<file path="config.mk">
export PLATFORM = sky130hd
export DESIGN_NAME = thinpad_sram_sched
export DESIGN_NICKNAME = d
export VERILOG_FILES = /design/src/rtl/thinpad_sram_sched_pkg.sv /design/src/rtl/thinpad_sram_sched.sv
export SDC_FILE = /design/constraint.sdc
export NUM_CORES = 1
export LEC_CHECK = 0
export CAP_MARGIN = 5
export CORE_ASPECT_RATIO = 0.9
export CORE_MARGIN = 3
export CORE_UTILIZATION = 40
export DETAILED_ROUTE_END_ITERATION = 6
export PLACE_DENSITY = 0.75
export SLEW_MARGIN = 15
export SYNTH_ARGS = -nofsm -noshare
export SYNTH_HDL_FRONTEND = slang
export SYNTH_SLANG_ARGS = --single-unit
</file>
<file path="constraint.sdc">
create_clock -name ACLK -period 1.97 [get_ports ACLK]
set_input_delay 0.394 -clock ACLK [delete_from_list [all_inputs] [get_ports ACLK]]
set_output_delay 0.394 -clock ACLK [all_outputs]
set_load 0.05 [all_outputs]
</file>
<file path="src/rtl/thinpad_sram_sched_pkg.sv">
// Shared types and constants for the thinpad SRAM burst scheduler.
package thinpad_sram_sched_pkg;

    localparam int unsigned TURN_W = 4;

    typedef enum logic [1:0] {
        StIdle,
        StTurn,
        StWr,
        StRd
    } state_t;

    typedef enum logic {
        DirWrite,
        DirRead
    } dir_t;

endpackage

</file>
<file path="src/rtl/thinpad_sram_sched.sv">
// Write/read burst scheduler for a shared SRAM, with bus turnaround on direction change.
// Optional macro THINPAD_SRAM_SCHED_RR_EN: round-robin on simultaneous requests (else read wins).
module thinpad_sram_sched
    import thinpad_sram_sched_pkg::*;
#(
    parameter int unsigned LEN_W      = 8,
    parameter int unsigned TURNAROUND = 1
) (
    input  logic             ACLK,
    input  logic             ARESETN,
    input  logic             wr_req,
    input  logic [LEN_W-1:0] wr_len,
    input  logic             rd_req,
    input  logic [LEN_W-1:0] rd_len,
    input  logic             beat,
    output logic             wr_gnt,
    output logic             rd_gnt,
    output logic             sram_we,
    output logic             sram_oe,
    output logic             last,
    output logic             busy
);

    state_t            r_state, w_state_nxt;
    logic [LEN_W-1:0]  r_cnt, w_cnt_nxt;
    logic [TURN_W-1:0] r_turn, w_turn_nxt;
    dir_t              r_sel_dir, w_sel_dir_nxt;
    dir_t              r_last_dir, w_last_dir_nxt;
    dir_t              w_pick;
    logic              w_any_req;
    logic              w_same_dir;

    assign w_any_req = wr_req | rd_req;

    always_comb begin
        w_pick = DirWrite;
        if (wr_req && rd_req) begin
`ifdef THINPAD_SRAM_SCHED_RR_EN
            w_pick = (r_last_dir == DirWrite) ? DirRead : DirWrite;
`else
            w_pick = DirRead;
`endif
        end else if (rd_req) begin
            w_pick = DirRead;
        end
    end

    assign w_same_dir = (w_pick == r_last_dir) || (TURNAROUND == 0);

    always_comb begin
        w_state_nxt    = r_state;
        w_cnt_nxt      = r_cnt;
        w_turn_nxt     = r_turn;
        w_sel_dir_nxt  = r_sel_dir;
        w_last_dir_nxt = r_last_dir;
        unique case (r_state)
            StIdle: begin
                if (w_any_req) begin
                    w_sel_dir_nxt = w_pick;
                    w_cnt_nxt     = (w_pick == DirRead) ? rd_len : wr_len;
                    if (w_same_dir) begin
                        w_state_nxt = (w_pick == DirRead) ? StRd : StWr;
                    end else begin
                        // Turn counter counts down to zero, so TURN spans TURNAROUND cycles.
                        w_state_nxt = StTurn;
                        w_turn_nxt  = TURN_W'(TURNAROUND - 1);
                    end
                end
            end
            StTurn: begin
                if (r_turn == '0) begin
                    w_state_nxt = (r_sel_dir == DirRead) ? StRd : StWr;
                end else begin
                    w_turn_nxt = r_turn - 1'b1;
                end
            end
            StWr, StRd: begin
                if (beat) begin
                    if (r_cnt == '0) begin
                        w_last_dir_nxt = r_sel_dir;
                        w_state_nxt    = StIdle;
                    end else begin
                        w_cnt_nxt = r_cnt - 1'b1;
                    end
                end
            end
            default: w_state_nxt = StIdle;
        endcase
    end

    always_ff @(posedge ACLK) begin
        if (!ARESETN) begin
            r_state    <= StIdle;
            r_cnt      <= '0;
            r_turn     <= '0;
            r_sel_dir  <= DirWrite;
            r_last_dir <= DirWrite;
        end else begin
            r_state    <= w_state_nxt;
            r_cnt      <= w_cnt_nxt;
            r_turn     <= w_turn_nxt;
            r_sel_dir  <= w_sel_dir_nxt;
            r_last_dir <= w_last_dir_nxt;
        end
    end

    assign wr_gnt  = (r_state == StWr);
    assign rd_gnt  = (r_state == StRd);
    assign sram_we = wr_gnt;
    assign sram_oe = rd_gnt;
    assign last    = (wr_gnt | rd_gnt) & (r_cnt == '0);
    assign busy    = (r_state != StIdle);

endmodule

</file>
[Word-level counts from Yosys, hierarchy flattened]
Index checks and enable logic that the tools add are counted.
Word-level totals
  flip-flop bits (word level): 16
  input bits: 21
Operators by class
  reduce and logical (&&, ||, !) cells: 13
  bitwise gates (word level): 3
  add/subtract/negate cells: 2
  multiplexer cells: 19
  equality and inequality tests: 11
Operators by type and width (count)
  $mux W8: 4
  $pmux W8 S2: 1
  $ne A2 B2 Y1 const B: 7
  $mux W4: 3
  $reduce_and A4 Y1: 3
  $mux W2: 5
  $logic_not A8 Y1: 1
  $pmux W4 S2: 1
  $sub A8 B1 Y8 const B: 1
  $pmux W2 S3: 1
  $reduce_bool A2 Y1: 3
  $eq A2 B2 Y1 const B: 2
  $logic_not A4 Y1: 1
  $mux W1: 4
  $sub A4 B1 Y4 const B: 1
  $reduce_and A3 Y1: 1
  $eq A2 B1 Y1 const B: 1
  $logic_not A2 Y1: 1
  $or A1 B1 Y1: 2
  $reduce_and A2 Y1: 1
  $reduce_or A2 Y1: 1
  $and A1 B1 Y1: 1
  $eq A1 B1 Y1: 1
  $logic_and A1 B1 Y1: 1

[Logic depth before layout (Yosys ltp)]
Gate-level depths: netlist of run 1.
  word-level depth: 6
  depth in mapped cells: 8
  mapped depth without buffers: 7

[Least setup slack after synthesis of run 1]
Ideal clock, no wire load.
  path type: flip-flop to flip-flop
  start: register r_cnt[4]
  end: register r_cnt[0]
  arrival: 2045 ps
  setup slack: -191 ps
  data required time: 1854 ps
  cell stages (with the launch flop): 5
  period minus slack after synthesis: 2161 ps
  library setup time: 116 ps
  path through: dfxtp_1 or4b_4 nor4_4 nor2_2 o211a_1
Between the ends
  cells in the longest elaborated chain, start to end: 3
RTL lines
  start: declaration: RTL line thinpad_sram_sched.sv:25  | logic [LEN_W-1:0] r_cnt, w_cnt_nxt;
  start signal: assignment: RTL line thinpad_sram_sched.sv:100  | r_cnt <= w_cnt_nxt;
  $logic_not A8 Y1: RTL line thinpad_sram_sched.sv:79  | if (r_cnt == '0) begin
  $ne A2 B2 Y1 (no line)
  $reduce_and A4 Y1 (no line)
Every way passes these cells.
A chain may end at the register's enable or synchronous reset.

[Worst setup path after layout of run 1]
  start: register r_cnt[6]
  end: output port last
Between the ends
  cells in the longest elaborated chain, start to end: 2
RTL lines
  $logic_not A8 Y1: RTL line thinpad_sram_sched.sv:111  | assign last = (wr_gnt | rd_gnt) & (r_cnt == '0);
  $and A1 B1 Y1: RTL line thinpad_sram_sched.sv:111
  end: declaration: RTL line thinpad_sram_sched.sv:20  | output logic last,
Every way passes these cells.

==> results of run 1 <==
[layout make-up]
cell class | instances | area (sq um) | share of cell area [%]
Clock buffer | 3 | 22.5 | 1.50
Inverter | 9 | 33.8 | 2.24
Multi-Input combinational cell | 105 | 688 | 45.7
Sequential cell | 16 | 324 | 21.5
Tap cell | 28 | 35.0 | 2.33
Timing Repair Buffer | 37 | 403 | 26.7
[metal layers]
layer | vias up | part of all wire (%)
met4 | 0 | 0.48
met3 | 4 | 7.8
met1 | 503 | 45
met5 | - | 0
li1 | 553 | -
met2 | 45 | 47
[state kept, by name, indices dropped and copies added (netlist names)]
| signal | cells |
|---|---|
| r_cnt | 8 |
| r_last_dir | 1 |
| r_state | 2 |
| r_sel_dir | 1 |
| r_turn | 4 |
[synth_stat cells (2+ instances only)]
library cell  instances
dfxtp_1              16
nor2_1               16
nand2_1              12
inv_1                 9
o21ai_0               7
a21oi_1               6
nor2b_1               6
a21boi_0              5
mux2i_1               5
nor3_1                5
clkbuf_1              4
ha_1                  4
nand3_1               4
a22oi_1               3
nand2b_1              3
xnor2_1               3
a22o_1                2
a31oi_1               2
a32oi_1               2
buf_4                 2
nand4b_1              2
nor4_1                2
o22ai_1               2
[worst min path at each step]
stage               startpoint    endpoint  depth (start not counted)
floorplan             r_cnt[7]    r_cnt[7]                          2
finish              r_last_dir  r_last_dir                          2
global placement    r_last_dir  r_last_dir                          2
CTS                   r_cnt[1]    r_cnt[1]                          2
detailed placement    r_cnt[1]    r_cnt[1]                          2
global route          r_cnt[1]    r_cnt[1]                          2
[stage by stage]
step | total power, W | cells
after floorplan | 0.000787 | 137
after global placement | 0.00103 | 195
after detailed placement | 0.00105 | 195
after CTS | 0.00122 | 198
after global routing | 0.00131 | 198
final | 0.00122 | 198
[power breakdown]
| group | switching, W | internal [W] | total [W] |
|---|---|---|---|
| sequential | 0.0000545 | 0.000370 | 0.000424 |
| combinational | 0.000332 | 0.000297 | 0.000629 |
| clock | 0.0000938 | 0.0000710 | 0.000165 |
[worst max-delay path, cell delays in order, from the launching register on]
cell and delay, ns:
dfxtp_2 0.34, or4b_4 0.57, nor4_4 0.24, buf_12 0.18
[cells in the final DEF (no fill, tap or decap), types with 3 or more instances in the layout]
cell             Yosys  final
clkdlybuf4s50_1      0     20
nor3_1               5      5
clkbuf_4             0      3
dfxtp_2              0      3
nor2b_1              6      5
nand2b_1             3      3
mux2i_1              5      5
a21oi_1              6      6
buf_12               0      6
ha_1                 4      4
a22oi_1              3      3
dfxtp_1             16     13
xnor2_1              3      3
inv_1                9      9
nor2_1              16     16
o21ai_0              7      6
buf_4                2     11
nand3_1              4      4
nand2_1             12     12
a21boi_0             5      5
[kinds of logic after synthesis]
| family | synth area share [%] |
|---|---|
| simple gates | 27.3 |
| compound gates | 23.5 |
| buf+inv | 6.43 |
| flops | 29.9 |
| mux | 5.73 |
| fa+ha+maj | 4.68 |
| xor+xnor | 2.46 |
[repair_timing]
item,CTS,global route
setup endpoints to repair,1,2
pin swaps,0,0
resized for setup,1,1
==> results by group, run 1 <==
Setup path
  • Crit path capture: last
  • Critical Path RT: around 1.6 ns
  • R2R Setup Slk: ~0.19 ns
  • Worst r2r dst: r_cnt[0]
  • Startpoint types: flop
  • Crit-path max FO: 3
  • CP Class: reg -> out
  • R2r startpoint: r_cnt[6]
  • Crit end category: primary output
  • Arr. time, crit path: 1.62 ns
  • Reg2reg path depth: 5
  • Crit. Startpoint: r_cnt[6]

Logic synthesis
  • Synth warnings: 0
  • EDFF count, synth: 0
  • Cells after Synth: between 100 and 150
  • Ys flop type: dfxtp_1
  • Syn Nets: around 160
  • Cell Area, Synth: 1070 sq um
  • Synth Register Bits: 16
  • Synth area leader: dfxtp_1
  • Register area share after synthesis: between 20% and 30%
  • Synth async-reset ratio: 0%
  • Share of the synthesized area in the top cell type: 29.9%
  • Synth cell types: 38
  • Largest cells by area after synthesis: dfxtp_1, nor2_1, ha_1
  • Syn_area_per_cell: 7.81 sq um

Floorplan
  • Die ar.: 3330 sq um
  • Die width: between 60 and 70 um
  • Die height: 55.1 um
  • Placement row count: 17
  • Starting Density: 42.6%
  • Core Region: approximately 2500 sq um
  • Ports: 27

STA
  • Final min period: 2.01 ns
  • Final period utilization: 102%
  • Final hold violation count: 0
  • Worst-margin pin slew: approximately 0.4 ns
  • Max transition margin: 73.3%
  • PnR worst setup slack: -0.0399 ns
  • Setup TNS: -0.0399 ns
  • # setup viols final: 1
  • Clk_skew: approximately 0.0086 ns
  • Final Max Slew Viols: 0
  • Max Clock Freq: 498 MHz
  • Unrepaired setup endpoints after global routing: yes
  • Hold slack: about 0.53 ns

Placement
  • Cell Area, Placed: 1480 sq um
  • HPWL after DPL: approximately 2200 um
  • RePlAce Congestion: 0.838
  • Number of buffers added on ports: 26
  • Place WS: 0.0591 ns

Outcome
  • Violated checks: setup timing
  • Status: finished, violations left

Layout
  • Layout cells sized above 1: 17.1%
  • Antenna cell count: 0
  • FILL cells: 217
  • Final instance area: roughly 1500 sq um
  • Core Util, Final: 60.0%
  • Nets: 197
  • Area Growth Syn to Fin: 40.8%

Global routing
  • Met1 Resource Use GR: 24.1%
  • Largest net degree at the start of global routing: 24
  • Met3 Resource Use GR: approximately 4.2%
  • GR Util met2: between 20% and 30%
  • Global route overflow: 0
  • Via count of the first global-routing pass: about 1000
  • Initial antenna violation count: 0
  • GR peak layer: met2
  • Global-route wire length before repair: 4600 um
  • Total Routing Usage GR: 18.3%

Clocking
  • H-tree depth reported by CTS: 1
  • Num CTS Buffers: 3
  • CTS tree: done
  • Setup Buffers After CTS: 0
  • CTS root buf: clkbuf_4
  • Clock-pin slew on the worst setup and hold paths: roughly 0.09 ns
  • CTS Buffer Depth: 2
  • Clk_lat worst skew: ~0.28 ns
  • Sinks on Clock Net: 16
  • Cts hold-fix bufs: 0

Drt
  • DR iter-0 viols: 93
  • Vias per cell: about 5.6
  • ANT nets after route: 0
  • DRT Pass-1 Iters: 4
  • Via Count: 1105
  • Routed wire length: 2700 um
  • Number of remaining DRC errors: 0
  • Routed WL per cell: 13.6 um

Pwr
  • Max IR drop VDD: 0.000482 V
  • P_leak: 0.601 nW
  • PwrDens: slightly above 800 nW/um^2

Job
  • Max-Cap Viols: 0

Hold path
  • Hold Crit Class: reg -> reg
No activity file was read; power rests on OpenSTA's default activity.
==> run 2: changes to the inputs <==
- GPL_TIMING_DRIVEN: default -> 1
==> results of run 2 <==
No change in the layout: final DEF, timing and power equal those of run 1.
